==> src/rtl/conv2d_stream_engine.sv <==
// Streaming K x K 2-D convolution over a row-major IMG_W x IMG_H pixel stream.
// K-1 line buffers feed a K x K window; each complete window is reduced by a MAC tree.
module conv2d_stream_engine #(
    parameter int unsigned DW    = 8,
    parameter int unsigned IMG_W = 4,
    parameter int unsigned IMG_H = 4,
    parameter int unsigned K     = 3,
    parameter int unsigned ACC_W = 24,
    parameter int unsigned OUT_W = 16,
    parameter bit          SAT   = 1'b1
) (
    input  logic             clk,
    input  logic             rst,
    input  logic             w_load,
    input  logic [DW-1:0]    w_data,
    input  logic             relu_en,
    input  logic             in_valid,
    output logic             in_ready,
    input  logic [DW-1:0]    in_data,
    output logic             out_valid,
    input  logic             out_ready,
    output logic [OUT_W-1:0] out_data,
    output logic             out_last,
    output logic             busy
);
    localparam int unsigned CW = (IMG_W > 1) ? $clog2(IMG_W) : 1;
    localparam int unsigned RW = (IMG_H > 1) ? $clog2(IMG_H) : 1;
    localparam int unsigned NW = K * K;
    localparam int unsigned IW = (NW > 1) ? $clog2(NW) : 1;

    localparam logic [CW-1:0] COL_LAST  = CW'(IMG_W - 1);
    localparam logic [RW-1:0] ROW_LAST  = RW'(IMG_H - 1);
    localparam logic [CW-1:0] COL_WIN   = CW'(K - 1);
    localparam logic [RW-1:0] ROW_WIN   = RW'(K - 1);
    localparam logic [IW-1:0] WIDX_LAST = IW'(NW - 1);

    localparam logic signed [ACC_W-1:0] MAX_V = {{(ACC_W-OUT_W+1){1'b0}}, {(OUT_W-1){1'b1}}};
    localparam logic signed [ACC_W-1:0] MIN_V = {{(ACC_W-OUT_W+1){1'b1}}, {(OUT_W-1){1'b0}}};

    typedef enum logic [1:0] {StIdle, StRun, StFlush} state_t;

    state_t                  state;
    logic [RW-1:0]           row;
    logic [CW-1:0]           col;
    logic [IW-1:0]           widx;
    logic [DW-1:0]           w    [NW];
    logic [DW-1:0]           lb   [K-1][IMG_W];
    logic [DW-1:0]           win  [K][K];
    logic [DW-1:0]           nwin [K][K];
    logic signed [ACC_W-1:0] sum;
    logic signed [ACC_W-1:0] sum_r;
    logic [OUT_W-1:0]        res;
    logic                    accept;
    logic                    win_done;
    logic                    frame_end;

    assign in_ready  = !rst && (state != StFlush) && (!out_valid || out_ready);
    assign accept    = in_valid && in_ready;
    assign win_done  = (row >= ROW_WIN) && (col >= COL_WIN);
    assign frame_end = (row == ROW_LAST) && (col == COL_LAST);
    assign busy      = (state != StIdle);

    // Window as it will be after this pixel shifts in; the result uses it the same cycle.
    always_comb begin
        for (int i = 0; i < K; i++) begin
            for (int j = 0; j < K - 1; j++) begin
                nwin[i][j] = win[i][j+1];
            end
        end
        for (int i = 0; i < K - 1; i++) begin
            nwin[i][K-1] = lb[i][col];
        end
        nwin[K-1][K-1] = in_data;

        sum = '0;
        for (int i = 0; i < K; i++) begin
            for (int j = 0; j < K; j++) begin
                sum = sum + ({{(ACC_W-DW){w[i*K+j][DW-1]}}, w[i*K+j]} *
                             {{(ACC_W-DW){1'b0}}, nwin[i][j]});
            end
        end

        sum_r = (relu_en && sum[ACC_W-1]) ? '0 : sum;

        res = sum_r[OUT_W-1:0];
        if (SAT) begin
            if (sum_r > MAX_V) begin
                res = MAX_V[OUT_W-1:0];
            end else if (sum_r < MIN_V) begin
                res = MIN_V[OUT_W-1:0];
            end
        end
    end

    always_ff @(posedge clk) begin
        if (rst) begin
            state     <= StIdle;
            row       <= '0;
            col       <= '0;
            widx      <= '0;
            out_valid <= 1'b0;
            out_data  <= '0;
            out_last  <= 1'b0;
            for (int i = 0; i < NW; i++) begin
                w[i] <= '0;
            end
        end else begin
            if (state == StIdle && w_load) begin
                w[widx] <= w_data;
                widx    <= (widx == WIDX_LAST) ? '0 : widx + 1'b1;
            end

            if (accept) begin
                if (col == COL_LAST) begin
                    col <= '0;
                    row <= frame_end ? '0 : row + 1'b1;
                end else begin
                    col <= col + 1'b1;
                end
            end

            if (accept && win_done) begin
                out_valid <= 1'b1;
                out_data  <= res;
                out_last  <= frame_end;
            end else if (out_ready) begin
                out_valid <= 1'b0;
            end

            case (state)
                StIdle:  if (accept) state <= frame_end ? StFlush : StRun;
                StRun:   if (accept && frame_end) state <= StFlush;
                StFlush: if (out_valid && out_ready && out_last) state <= StIdle;
                default: state <= StIdle;
            endcase
        end
    end

    // Pixel storage carries no reset: its contents are never observed before being rewritten.
    always_ff @(posedge clk) begin
        if (accept) begin
            for (int i = 0; i < K - 2; i++) begin
                lb[i][col] <= lb[i+1][col];
            end
            lb[K-2][col] <= in_data;
            win <= nwin;
        end
    end

endmodule
==> config.mk <==
export PLATFORM = sky130hd
export DESIGN_NAME = conv2d_stream_engine
export DESIGN_NICKNAME = d
export VERILOG_FILES = /design/src/rtl/conv2d_stream_engine.sv
export SDC_FILE = /design/constraint.sdc
export NUM_CORES = 2
export LEC_CHECK = 0
export ABC_AREA = 1
export CORE_ASPECT_RATIO = 1.75
export CORE_MARGIN = 1
export CORE_UTILIZATION = 60
export CTS_CLUSTER_DIAMETER = 60
export DETAILED_ROUTE_END_ITERATION = 10
export GPL_TIMING_DRIVEN = 0
export PLACE_DENSITY_LB_ADDON = 0.1
export SYNTH_ARGS = -nofsm -noshare
export SYNTH_HDL_FRONTEND = slang
export SYNTH_SLANG_ARGS = --single-unit
==> constraint.sdc <==
create_clock -name clk -period 14.4 [get_ports clk]
set_clock_uncertainty 0.2 [all_clocks]
set_input_delay 3.6 -clock clk [delete_from_list [all_inputs] [get_ports clk]]
set_output_delay 3.6 -clock clk [all_outputs]
set_load 0.005 [all_outputs]
Yosys cells after proc, flatten, opt, wreduce, memory -nomap -nowiden
Memory sizes are Yosys's and may differ from the RTL's.
Index checks and enable logic that the tools add are counted.
- register bits: 76
- bits in writable memories: 136
- output and inout bits: 20
- memories kept: 2
- memories (name ; depth ; bits a word ; rd ports ; clocked after memory_dff ; wr ports ; RTL line ; text):
    w ; 9 ; 8 ; 9 ; 0 ; 9 ; 46 ; logic [DW-1:0] w [NW];
    lb ; 2 ; 32 ; 2 ; 0 ; 2 ; 47 ; logic [DW-1:0] lb [K-1][IMG_W];
- add/sub/neg operators: 11
- multiply operators: 9
- order comparisons: 6
- equality and inequality tests: 9
- multiplexer cells: 31
- bitwise operators: 1
- reduce and logical (&&, ||, !) cells: 21
- operators by type and width (kind ; number):
    $mul 8x9->17 ; 9
    $mux 8 ; 6
    $bmux 8 s2 ; 2
    $mux 16 ; 2
    $mux 32 ; 1
    $add 23x17->24 ; 1
    $add 24x24->24 ; 1
    $gt 24x16->1 const B ; 1
    $lt 24x16->1 const B ; 1
    $mux 24 ; 1
    $add 22x17->23 ; 1
    $add 21x17->22 ; 1
    $add 20x17->21 ; 1
    $add 19x17->20 ; 1
    $add 18x17->19 ; 1
    $add 17x17->18 ; 1
    $demux 8 s2 ; 1
    $logic_and 1x1->1 ; 12
    $mux 2 ; 6
    $mux 1 ; 9
    $mux 4 ; 2
    $ne 2x2->1 const B ; 4
    $reduce_or 8->1 ; 1
    $eq 2x2->1 const B ; 3
    other kinds (15) ; 19

Logic depth before layout (Yosys ltp)
- depth in word-level cells: 17
- depth in mapped cells: 53

Least setup slack after synthesis
Ideal clock, no wire load.
- kind: input port to flip-flop
- from: in in_data[3]
- to: reg out_data[6]
- library setup time: 0.109 ns
- arrival time: 12.633 ns
- slack: 1.458 ns
- stages on the path: 46
- path buffers: 2
- cells stage by stage: clkbuf_1 > nand2_1 > fa_1 > inv_1 > fa_1 > inv_1 > fa_1 > fa_1 > inv_1 > ha_1 > xor2_1 > ha_1 > fa_1 > inv_1 > fa_1 > fa_1 > fa_1 > inv_1 > (+10 left out) > nand2_1 > nor2_2 > nand3_1 > nand2_2 > nand2_1 > nand2_1 > nand2_1 > nand2_1 > nand3_1 > nor2_1 > nand2_1 > nand2_1 > nand2_2 > nand2_4 > buf_8 > nand3_1 > nand2_1 > inv_1
- word-level cells in the longest chain between the ends: 7
- elaborated cells on any way between the ends: 8
- those cells by class: add/sub (1); mul (1); order compare (2); mux (3); reduce/logical (1)
- RTL lines (item ; RTL line ; text):
    from (decl) ; 19 ; input logic [DW-1:0] in_data,
    $mul 8x9->17 * ; 78 ; sum = sum + ({{(ACC_W-DW){w[i*K+j][DW-1]}}, w[i*K+j]} *
    $add 24x24->24 * ; 78 ;
    $logic_and 1x1->1 ; 83 ; sum_r = (relu_en && sum[ACC_W-1]) ? '0 : sum;
    $mux 24 * ; 83 ;
    $lt 24x16->1 ; 89 ; end else if (sum_r < MIN_V) begin
    $mux 16 ; 89 ;
    $mux 16 * ; 87 ; if (sum_r > MAX_V) begin
    to (signal assigned) ; 124 ; out_data <= res;
    to (decl) ; 22 ; output logic [OUT_W-1:0] out_data,
Mark *: on every way between the ends. The rest lies on a longest branch, timed or not.
A chain may end at the register's enable or synchronous reset.

Worst setup path after layout
- from: in in_data[7]
- to: reg out_data[0]
The elaborated chain is that of the path after synthesis.

==> results.md <==
- Run status: completed
- Via/cell ratio: 5.27
- Wirelength per Cell: 20.7 um
- Final period util: 95.8%
- Weighted congestion reported at the end of routability-driven placement: 0.988
- Worst hold path class: reg -> reg
- Cell type group with the largest total delay on the critical path: adder cells
- Largest stage delay on the critical path: 590 ps
- Worst slew margin relative to its limit: 25.4%
- Slack of the worst reg-to-reg path: 3450 ps
- Remaining global-route overflow: 0
- DRC: 0
- Initial Util: 61.1%
- Final-layout fill cell count: 4352
- Initial DRC count: 1278
- CTS Sinks: 212
- Area of the core region: 50700 sq um
- Net count of the mapped netlist: 4394
- Worst hold path depth: 0
- Post-Synthesis Mean Instance Area: 8.92 sq um
- TritonRoute pass-1 iters: 6
- Required time reported for the critical path endpoint: 14650 ps
- Slew at the pin with the worst max-slew slack: 1120 ps
- Via count: 22.3k
- Distinct cell type count after synthesis: 42
- Setup Crit Path Kind: in -> reg
- Die area: 52600 sq um
- Async S/R FF share, synth: 0%
- Number of cells traversed by the worst register-to-register path: 47
- Clock tree from TritonCTS: done
- Layout area overhead: 7.15%
- Antenna Diode Count: 0
- Clock-pin slew reported for the worst setup and hold paths after clock tree synthesis: 70 ps
- Number of CTS-inserted buffers: 25
- Maximum clock path buffer count: 3
- Max Cap Violations: 0
- Overall global routing resource usage: 34.9%
- Number of enable flip-flop cells after synthesis: 184
- Most frequently used flop master after synthesis: edfxtp_1
- Critical path depth in cells: 48
- Wire length after detailed routing: 87500 um
- Yosys warns: 0
- Final critical-path required period: 13790 ps
- Share of synthesized area occupied by flip-flops and latches: 19.6%
- Initial antenna violation count: 1
- Die Y: 303 um
- Post-DRT Antenna Nets: 0
- Max Clk Rate: 72.5 MHz
- Io pins: 42
- Number of nets in the layout: 4464
- CP endpoint kind: flop
- Final setup violating endpoints: 0
- Number of flip-flops and latches in the synthesized netlist: 212
- Maximum fanout along the worst path: 10
- Total half-perimeter wirelength after legalization and detailed placement: 75600 um
- Clock insertion delay at the later pin of the skew report: 590 ps
- Vias in the first global route: 24.0k
- Global-route wire length before repair: 135000 um
- Chip Width: 174 um
- Worst Path Buf+Inv: 13
- Netlist area before placement: 31000 sq um
- Critical Path AT: 14040 ps
- Largest net degree at the start of global routing: 34
- Clock root buffer master: clkbuf_16
- Mapped Cells: 3477
- Proportion of layout cells with a drive suffix above 1: 3.73%
- Cell repeated most along the worst path: nand2_1
- Number of levels the H-tree was split into: 1
- Hold buffers post-CTS: 0
- Number of hold violations in the final report: 0
- Worst-path cell with the longest stage delay: fa_1
- RSZ-0062 raised after global routing: no
- Worst setup SP type: input port
- Placement Rows: 109
- Final standard cell utilization of the core: 65.5%
- Number of buffer cells added on primary ports: 40
- Count of final max-slew check failures: 0
==> repair_timing <==
item / in CTS / in global routing
setup buffers: 0 / 0
endpoints found under the setup margin: 10 / 15
gates resized for setup: 1 / 28
==> cells in the mapped netlist (3+ instances only) <==
library cell  number  area, sq um
edfxtp_1         184         5530
nand3_1           69          345
nand3_2            4         40.0
clkbuf_1         120          450
nand3b_1           6         45.0
nor3_1             6         30.0
o21bai_1           3         22.5
nand2_1          726         2730
xor2_1            13          114
o21ai_0            8         40.0
fa_1             566        11300
nor4_1             3         18.8
or2_2             29          181
xnor2_1           11         96.3
dfxtp_1           28          561
inv_1           1027         3850
nor2_1           245          920
nand4_1            4         25.0
nor2_2             6         37.5
ha_1             329         4120
a21oi_1           33          165
clkinv_1          16         60.1
nand2_2           17          106
==> per-layer routing <==
metal	track usage [%]	wire length (um)	part of all wire (%)
met1	35.9	28500	33
met2	66.1	47600	54
met3	3.80	4420	5.0
met4	23.7	6970	8.0
met5	0	0	0
==> state kept, by name (all words and copies together), names as in the netlist <==
name and flops:
w 72, lb 64, nwin 48, out_data 16, widx 4, col 2, row 2, state 2
out_last 1, out_valid 1
==> layout make-up <==
type | count | area (sq um) | share of cell area [%]
Buffer | 126 | 522 | 1.57
Sequential cell | 212 | 6090 | 18.3
Clock inverter | 14 | 161 | 0.486
Multi-Input combinational cell | 2095 | 20500 | 61.7
Inverter | 1044 | 3920 | 11.8
Tap cell | 666 | 833 | 2.51
Timing Repair Buffer | 43 | 470 | 1.42
Clock buffer | 32 | 723 | 2.18
==> final timing paths <==
check / start / end
hold / removal: nwin[39] / nwin[47]
setup reg to reg: w[8][7] / out_data[0]
setup / recovery: in_data[7] / out_data[0]
hold reg to reg: nwin[39] / nwin[47]
==> layout by cell type, fill, tap and decap left out, drive strengths merged <==
master,netlist,final
a211oi,2,2
a21o,2,2
a21oi,33,33
a31o,1,1
a31oi,2,2
and2,2,2
and3,1,1
buf,6,9
bufinv,0,1
clkbuf,120,152
clkdlybuf4s50,0,32
clkinv,16,24
clkinvlp,0,1
dfxtp,28,28
dlymetal6s2s,0,8
edfxtp,184,184
fa,566,566
ha,329,329
inv,1028,1032
nand2,744,744
nand3,74,74
nand3b,6,6
nand4,5,5
nor2,251,251
nor3,7,7
nor3b,1,1
nor4,3,3
o21ai,8,8
o21bai,3,3
o221ai,1,1
or2,30,30
xnor2,11,11
xor2,13,13
==> stage by stage <==
step | setup TNS, ps | cells | instance area [sq um] | setup slack, ps | hold WS, ps
after detailed placement | -7680 | 4186 | 32300 | -598 | 233
after floorplan | 0 | 3477 | 31000 | 1460 | 224
after CTS | 0 | 4232 | 33200 | 36.7 | 230
after global routing | 0 | 4232 | 33200 | 108 | 254
after global placement | -6750 | 4183 | 32300 | -537 | 231
final | 0 | 4232 | 33200 | 605 | 238
==> kinds of logic after synthesis <==
| group | Yosys count | synth area share, % |
|---|---|---|
| adders and majority gates | 895 | 49.8 |
| AOI/OAI and AO/OA | 52 | 0.928 |
| xor gates and xnor gates | 24 | 0.678 |
| buffers and inverters | 1170 | 14.3 |
| DFF | 212 | 19.6 |
| and+or+nand+nor | 1124 | 14.7 |
Power is not shown: default switching activity piles up to over one toggle a cycle in this logic, so the estimate is an artifact.
